$ cat src/rtl/pc_sequencer_pkg.sv
// Shared definitions for the fetch/PC controller: FSM states, instruction
// field widths, PC step and the branch-offset helper.
package pc_sequencer_pkg;

  typedef enum logic [1:0] {
    ST_IDLE  = 2'd0,
    ST_FETCH = 2'd1,
    ST_EXEC  = 2'd2,
    ST_ERROR = 2'd3
  } state_t;

  localparam int unsigned XLEN     = 32;
  localparam int unsigned TARGET_W = 26;
  localparam int unsigned IMM_W    = 16;
  localparam int unsigned CNT_W    = 8;

  localparam logic [XLEN-1:0] PC_STEP = 32'd4;

  // Sign-extended word offset of a beq-type immediate.
  function automatic logic [XLEN-1:0] branch_offset(input logic [IMM_W-1:0] imm);
    return {{(XLEN-IMM_W-2){imm[IMM_W-1]}}, imm, 2'b00};
  endfunction

endpackage

$ cat src/rtl/pc_sequencer_next_pc_calc.sv
// Combinational next-PC selection: jr > j > taken beq > pc+4, plus a flag
// for targets that are not word aligned.
module pc_sequencer_next_pc_calc
  import pc_sequencer_pkg::*;
(
  input  logic [XLEN-1:0]     i_pc,
  input  logic [TARGET_W-1:0] i_target,
  input  logic                i_branch,
  input  logic                i_zero,
  input  logic                i_jump,
  input  logic                i_jump_reg,
  input  logic [XLEN-1:0]     i_reg31,
  output logic [XLEN-1:0]     o_next_pc_c,
  output logic                o_misalign_c
);

  logic [XLEN-1:0] w_pc4;
  logic [XLEN-1:0] w_jump;
  logic [XLEN-1:0] w_branch;

  assign w_pc4    = i_pc + PC_STEP;
  assign w_jump   = {w_pc4[XLEN-1:XLEN-4], i_target, 2'b00};
  assign w_branch = w_pc4 + branch_offset(i_target[IMM_W-1:0]);

  always_comb begin
    o_next_pc_c = w_pc4;
    if (i_jump_reg) begin
      o_next_pc_c = i_reg31;
    end else if (i_jump) begin
      o_next_pc_c = w_jump;
    end else if (i_branch && i_zero) begin
      o_next_pc_c = w_branch;
    end
  end

  // Only the jr path can produce a misaligned target.
  assign o_misalign_c = |o_next_pc_c[1:0];

endmodule

$ cat src/rtl/pc_sequencer.sv
// Fetch/PC controller: owns the PC, runs the imem request/ack handshake with a
// timeout, holds the current instruction and advances the PC on exec_done.
module pc_sequencer
  import pc_sequencer_pkg::*;
#(
  parameter logic [31:0] RESET_PC = 32'h0000_0000,
  parameter int unsigned TIMEOUT  = 15
) (
  input  logic        Clock,
  input  logic        Reset,
  output logic        imem_req,
  output logic [31:0] imem_addr,
  input  logic        imem_ack,
  input  logic [31:0] imem_rdata,
  output logic [31:0] Inst,
  output logic        inst_valid,
  input  logic        exec_done,
  input  logic        Branch,
  input  logic        Zero,
  input  logic        Jump,
  input  logic        JumpReg,
  input  logic [31:0] reg31,
  output logic [31:0] pc,
  output logic        fetch_err
);

  localparam logic [CNT_W-1:0] CNT_LAST = CNT_W'(TIMEOUT - 1);

  state_t          r_state;
  logic [XLEN-1:0] r_pc;
  logic [XLEN-1:0] r_inst;
  logic [CNT_W-1:0] r_cnt;
  logic            r_req;
  logic            r_valid;
  logic            r_err;

  logic [XLEN-1:0] w_next_pc;
  logic            w_misalign;

  pc_sequencer_next_pc_calc u_next_pc (
    .i_pc         (r_pc),
    .i_target     (r_inst[TARGET_W-1:0]),
    .i_branch     (Branch),
    .i_zero       (Zero),
    .i_jump       (Jump),
    .i_jump_reg   (JumpReg),
    .i_reg31      (reg31),
    .o_next_pc_c  (w_next_pc),
    .o_misalign_c (w_misalign)
  );

  always_ff @(posedge Clock) begin
    if (Reset) begin
      r_state <= ST_IDLE;
      r_pc    <= RESET_PC;
      r_inst  <= '0;
      r_cnt   <= '0;
      r_req   <= 1'b0;
      r_valid <= 1'b0;
      r_err   <= 1'b0;
    end else begin
      case (r_state)
        ST_IDLE: begin
          r_state <= ST_FETCH;
          r_req   <= 1'b1;
          r_cnt   <= '0;
        end
        ST_FETCH: begin
          // An ack in the last allowed cycle still completes the fetch.
          if (imem_ack) begin
            r_inst  <= imem_rdata;
            r_req   <= 1'b0;
            r_valid <= 1'b1;
            r_cnt   <= '0;
            r_state <= ST_EXEC;
          end else if (r_cnt == CNT_LAST) begin
            r_req   <= 1'b0;
            r_err   <= 1'b1;
            r_state <= ST_ERROR;
          end else begin
            r_cnt <= r_cnt + CNT_W'(1);
          end
        end
        ST_EXEC: begin
          if (exec_done) begin
            r_valid <= 1'b0;
            if (w_misalign) begin
              r_err   <= 1'b1;
              r_state <= ST_ERROR;
            end else begin
              r_pc    <= w_next_pc;
              r_req   <= 1'b1;
              r_cnt   <= '0;
              r_state <= ST_FETCH;
            end
          end
        end
        ST_ERROR: begin
          r_req   <= 1'b0;
          r_valid <= 1'b0;
          r_err   <= 1'b1;
        end
        default: begin
          r_req   <= 1'b0;
          r_valid <= 1'b0;
          r_err   <= 1'b1;
          r_state <= ST_ERROR;
        end
      endcase
    end
  end

  assign imem_req   = r_req;
  assign imem_addr  = r_pc;
  assign pc         = r_pc;
  assign Inst       = r_inst;
  assign inst_valid = r_valid;
  assign fetch_err  = r_err;

endmodule

$ cat config.mk
export PLATFORM = sky130hd
export DESIGN_NAME = pc_sequencer
export DESIGN_NICKNAME = d
export VERILOG_FILES = /design/src/rtl/pc_sequencer_pkg.sv /design/src/rtl/pc_sequencer_next_pc_calc.sv /design/src/rtl/pc_sequencer.sv
export SDC_FILE = /design/constraint.sdc
export NUM_CORES = 1
export LEC_CHECK = 0
export ABC_AREA = 0
export CORE_MARGIN = 3
export CORE_UTILIZATION = 40
export DETAILED_ROUTE_END_ITERATION = 12
export PLACE_DENSITY = 0.69
export SYNTH_ARGS = -nofsm -noshare
export SYNTH_HDL_FRONTEND = slang
export SYNTH_HIERARCHICAL = 1
export SYNTH_SLANG_ARGS = --single-unit
$ cat constraint.sdc
create_clock -name Clock -period 3.7 [get_ports Clock]
set_input_delay 0.37 -clock Clock [delete_from_list [all_inputs] [get_ports Clock]]
set_output_delay 0.37 -clock Clock [all_outputs]
set_load 0.005 [all_outputs]
==> impl_metrics.prom, run 1 <==
# TYPE chip_impl_metric gauge
chip_impl_metric{name="leakage",unit="uW"} 0.00337
chip_impl_metric{name="placementRows",unit=""} 45
chip_impl_metric{name="synth_fp_nets",unit=""} 996
chip_impl_metric{name="period_needed",unit="ns"} 3.54
chip_impl_metric{name="final-hold-violation-count",unit=""} 0
chip_impl_metric{name="relSlewSlack",unit=""} 0.346
chip_impl_metric{name="avgSynthCellArea",unit="um^2"} 7.21
chip_impl_info{name="cts_root_buf",value="sky130_fd_sc_hd__clkbuf_16"} 1
chip_impl_metric{name="cts-buffers-inserted",unit=""} 9
chip_impl_metric{name="cts-htree-levels",unit=""} 3
chip_impl_metric{name="ant_nets",unit=""} 0
chip_impl_info{name="timing.setup.critical_path_class",value="reg2reg"} 1
chip_impl_metric{name="grt.total_usage",unit=""} 0.254
chip_impl_metric{name="core",unit="um^2"} 15400
chip_impl_metric{name="ys_seq_area_frac",unit=""} 0.243
chip_impl_metric{name="antennaDiodeCount",unit=""} 0
chip_impl_metric{name="number_of_antenna_violations_at_the_first_check_in_global_routing",unit=""} 0
chip_impl_metric{name="worst_clk_skew",unit="ns"} 0.00751
chip_impl_metric{name="grt_overflow_total",unit=""} 0
chip_impl_info{name="critical_path.startpoint_type",value="flop"} 1
chip_impl_metric{name="wirelength",unit="mm"} 22.7
chip_impl_metric{name="placed_cells",unit=""} 1225
chip_impl_metric{name="grt_pass1_vias",unit=""} 6494
chip_impl_metric{name="clkLatencyLatePin",unit="ns"} 0.35
chip_impl_metric{name="wl_met1",unit="mm"} 10.5
chip_impl_info{name="clock_tree_from_tritoncts",value="yes"} 1
chip_impl_metric{name="grt_max_degree",unit=""} 52
chip_impl_metric{name="instances_no_fill",unit=""} 1250
chip_impl_info{name="crit_slowest_cell",value="sky130_fd_sc_hd__dfxtp_2"} 1
chip_impl_metric{name="fin_worst_hold_slack",unit="ns"} 0.451
chip_impl_metric{name="number_of_enable_flip_flop_cells_after_synthesis",unit=""} 0
chip_impl_metric{name="min_path_cells",unit=""} 2
chip_impl_metric{name="layout-drive-gt1-share",unit=""} 0.126
chip_impl_metric{name="total_cell_area_at_the_placement_stage",unit="um^2"} 8200
chip_impl_metric{name="post-route-drc-count",unit=""} 0
chip_impl_metric{name="post_synth_instance_area",unit="um^2"} 6330
chip_impl_metric{name="syn_inst",unit=""} 879
chip_impl_metric{name="report.final.setup_viol",unit=""} 0
chip_impl_info{name="grt_setup_unrepaired",value="yes"} 1
chip_impl_metric{name="clock-sinks",unit=""} 77
chip_impl_metric{name="start_util",unit=""} 0.412
chip_impl_metric{name="globalplace.congestion",unit=""} 0.967
chip_impl_metric{name="hold_buffers",unit=""} 0
chip_impl_metric{name="synth.lib_cells_used.distinct",unit=""} 72
chip_impl_info{name="postSynth.topFlopCell",value="sky130_fd_sc_hd__dfxtp_1"} 1
chip_impl_metric{name="detailroute.wirelength.met3",unit="mm"} 1.58
chip_impl_metric{name="synth_warnings",unit=""} 6
chip_impl_metric{name="finish.utilization",unit=""} 0.571
chip_impl_metric{name="fin_area",unit="um^2"} 8770
chip_impl_metric{name="worst_setup_hold_path_clk_slew",unit="ns"} 0.07
chip_impl_metric{name="p_per_area",unit="nW/um^2"} 327
chip_impl_metric{name="max_cap_viol_count",unit=""} 0
chip_impl_metric{name="timing.critical_path.buf_inv",unit=""} 1
chip_impl_metric{name="dieWidth",unit="um"} 132
chip_impl_metric{name="grt_first_pass_wirelength",unit="mm"} 35.9
chip_impl_metric{name="flow.area_growth_from_synthesis",unit="%"} 38.5
chip_impl_metric{name="route.met2.wl",unit="mm"} 10.4
chip_impl_metric{name="iter_0_drt_violations",unit=""} 574
chip_impl_metric{name="worst_r2r_path_depth",unit=""} 15
chip_impl_metric{name="vias_per_cell",unit=""} 5.56
chip_impl_metric{name="wire_per_inst",unit="um"} 18.2
chip_impl_info{name="worst_setup_path_end_kind",value="flop"} 1
chip_impl_metric{name="drv_slew",unit=""} 0
chip_impl_info{name="critical_path.top_delay_family",value="compound AO/OA/AOI/OAI gates"} 1
chip_impl_metric{name="fmaxAchievable",unit="GHz"} 0.282
chip_impl_metric{name="vdd_ir_drop_max",unit="mV"} 0.264
chip_impl_metric{name="design.die.area",unit="um^2"} 17400
chip_impl_metric{name="route.vias.total",unit=""} 6945
chip_impl_info{name="critical_path.cell_chain",value="nand4_1 > nor3_1 > xor2_1 > ha_1 > a21o_1 > a21o_1 > a31oi_2 > o21a_1 > nor4_2 > a21oi_1 > buf_4 > mux2_4 > a211oi_2 > nand2_1 > a21oi_1"} 1
chip_impl_metric{name="firstDrtPassIters",unit=""} 5
chip_impl_metric{name="die_y",unit="um"} 132
chip_impl_metric{name="buffer_ports.inserted",unit=""} 170
chip_impl_metric{name="detailedPlacementHpwl",unit="mm"} 16.7
chip_impl_info{name="outcome",value="completed"} 1
chip_impl_metric{name="yosys_register_bits",unit=""} 77
chip_impl_metric{name="final_min_period_over_clock_period",unit=""} 0.958
chip_impl_metric{name="async_reset_ff_frac",unit=""} 0
chip_impl_metric{name="finish.net_count",unit=""} 1151
chip_impl_metric{name="worst-endpoint-arrival",unit="ns"} 3.82
chip_impl_metric{name="worstPathMaxFanout",unit=""} 6
chip_impl_metric{name="critical_path_depth",unit=""} 15
chip_impl_metric{name="timing_worst_slew_pin_value",unit="ns"} 0.982
chip_impl_metric{name="clock_tree.buffer_depth",unit=""} 2
chip_impl_info{name="worst_hold_path_type",value="reg2reg"} 1
chip_impl_info{name="highest-signal-layer",value="met4"} 1
chip_impl_metric{name="io_pins",unit=""} 171
chip_impl_metric{name="final.fill_count",unit=""} 1463
chip_impl_metric{name="required_time_at_the_worst_slack_endpoint",unit="ns"} 3.98
chip_impl_metric{name="delay_contributed_by_the_slowest_stage_of_the_critical_path",unit="ns"} 0.35
placed cells by master (no fill, tap or decap), types with 14 or more instances in the layout:
cell type	instances
sky130_fd_sc_hd__inv_1	14
sky130_fd_sc_hd__nand2_1	197
sky130_fd_sc_hd__o21ai_0	29
sky130_fd_sc_hd__buf_4	53
sky130_fd_sc_hd__a21oi_1	107
sky130_fd_sc_hd__nand3_1	23
sky130_fd_sc_hd__xnor2_1	23
sky130_fd_sc_hd__xor2_1	15
sky130_fd_sc_hd__a21o_1	14
sky130_fd_sc_hd__nand4_1	19
sky130_fd_sc_hd__nor2_1	37
sky130_fd_sc_hd__clkdlybuf4s50_1	168
sky130_fd_sc_hd__dfxtp_1	71
sky130_fd_sc_hd__ha_1	38
flip-flops by register name (all words and copies together), names as in the netlist:
signal and flops:
r_state 2, fetch_err 1, Inst 32, imem_addr 32, inst_valid 1, imem_req 1, r_cnt 8
timing repair:
action | 4_1_cts | 5_1_grt
setup buffers | 0 | 9
setup endpoints to repair | 0 | 13
hold endpoints to repair | 0 | 0
resized for setup | 0 | 48
final timing paths:
check	from	endpoint	slack [ns]
worst min register to register	Inst[26]$_SDFFE_PP0P_	Inst[26]$_SDFFE_PP0P_	0.45
worst min-delay path	Inst[26]$_SDFFE_PP0P_	Inst[26]$_SDFFE_PP0P_	0.45
worst max-delay path	imem_addr[6]$_SDFFE_PP0P_	imem_addr[30]$_SDFFE_PP0P_	0.16
worst max register to register	imem_addr[6]$_SDFFE_PP0P_	imem_addr[30]$_SDFFE_PP0P_	0.16
per-stage QoR:
step	worst slack (ns)	total power [uW]	TNS [ns]
4_1_cts	0.0647	2860	0
5_1_grt	-0.0852	3030	-0.208
3_3_place_gp	0.138	1950	0
6_report	0.156	2870	0
2_1_floorplan	0.216	1540	0
3_5_place_dp	0.0976	1960	0
Yosys cell counts, types with 4 or more instances:
master | number | area, um^2
sky130_fd_sc_hd__nand2_1 | 199 | 747
sky130_fd_sc_hd__a21oi_1 | 112 | 561
sky130_fd_sc_hd__dfxtp_1 | 77 | 1540
sky130_fd_sc_hd__ha_1 | 44 | 551
sky130_fd_sc_hd__clkbuf_1 | 39 | 146
sky130_fd_sc_hd__nor2_1 | 39 | 146
sky130_fd_sc_hd__buf_4 | 33 | 248
sky130_fd_sc_hd__o21ai_0 | 29 | 145
sky130_fd_sc_hd__xnor2_1 | 28 | 245
sky130_fd_sc_hd__nand3_1 | 25 | 125
sky130_fd_sc_hd__nand4_1 | 19 | 119
sky130_fd_sc_hd__xor2_1 | 16 | 140
sky130_fd_sc_hd__a21o_1 | 14 | 105
sky130_fd_sc_hd__inv_1 | 14 | 52.6
sky130_fd_sc_hd__and3_1 | 12 | 75.1
sky130_fd_sc_hd__nor3_1 | 12 | 60.1
sky130_fd_sc_hd__o211ai_1 | 11 | 82.6
sky130_fd_sc_hd__a211oi_1 | 10 | 75.1
sky130_fd_sc_hd__a31oi_1 | 10 | 62.6
sky130_fd_sc_hd__o21a_1 | 9 | 67.6
sky130_fd_sc_hd__o22ai_1 | 9 | 56.3
sky130_fd_sc_hd__and4_1 | 7 | 61.3
sky130_fd_sc_hd__mux2i_1 | 7 | 70.1
sky130_fd_sc_hd__o21bai_1 | 7 | 52.6
sky130_fd_sc_hd__o31ai_1 | 7 | 52.6
sky130_fd_sc_hd__nand2b_1 | 6 | 37.5
sky130_fd_sc_hd__and2_1 | 5 | 31.3
sky130_fd_sc_hd__nor2b_1 | 5 | 31.3
sky130_fd_sc_hd__a22o_1 | 4 | 35.0
sky130_fd_sc_hd__buf_1 | 4 | 15.0
sky130_fd_sc_hd__buf_2 | 4 | 20.0
sky130_fd_sc_hd__or4_1 | 4 | 30.0
layout make-up:
| cell class | instances | area (um^2) | share of cell area |
|---|---|---|---|
| Inverter | 14 | 52.6 | 0.00599 |
| Clock inverter | 6 | 52.6 | 0.00599 |
| Timing Repair Buffer | 225 | 2110 | 0.241 |
| Multi-Input combinational cell | 707 | 4500 | 0.513 |
| Clock buffer | 10 | 239 | 0.0272 |
| Sequential cell | 77 | 1550 | 0.177 |
| Tap cell | 211 | 264 | 0.0301 |
layer usage:
metal | up-vias | GRT usage
li1 | 3415 | -
met1 | 3265 | 0.366
met2 | 240 | 0.391
met3 | 25 | 0.0557
met4 | 0 | 0.0490
met5 | - | 0
cells by family after synthesis:
group / after synthesis / synth area share
XOR/XNOR: 45 / 0.0634
buffers and inverters: 95 / 0.0768
adder cells (fa/ha/maj): 45 / 0.0901
multiplexers: 8 / 0.0134
flip-flops: 77 / 0.243
AO/OA/AOI/OAI: 257 / 0.257
AND/OR/NAND/NOR: 352 / 0.256
power breakdown:
group | leakage, uW | total (uW) | internal, uW | switching (uW)
Combinational | 0.00261 | 969 | 463 | 506
Sequential | 0.000628 | 1010 | 912 | 93.2
Clock | 0.000138 | 895 | 484 | 411
Total | 0.00337 | 2870 | 1860 | 1010
worst min-delay path, stage by stage, from the launching register on:
cell	delay, ns
sky130_fd_sc_hd__dfxtp_1	0.31
sky130_fd_sc_hd__nand2_1	0.05
sky130_fd_sc_hd__a21oi_1	0.05
Power figures use the tool's default switching activity.
==> run 2: changes to the inputs <==
- ABC_AREA: 0 -> default
==> results of run 2 <==
Final layout, timing and power as in run 1 (identical DEF).
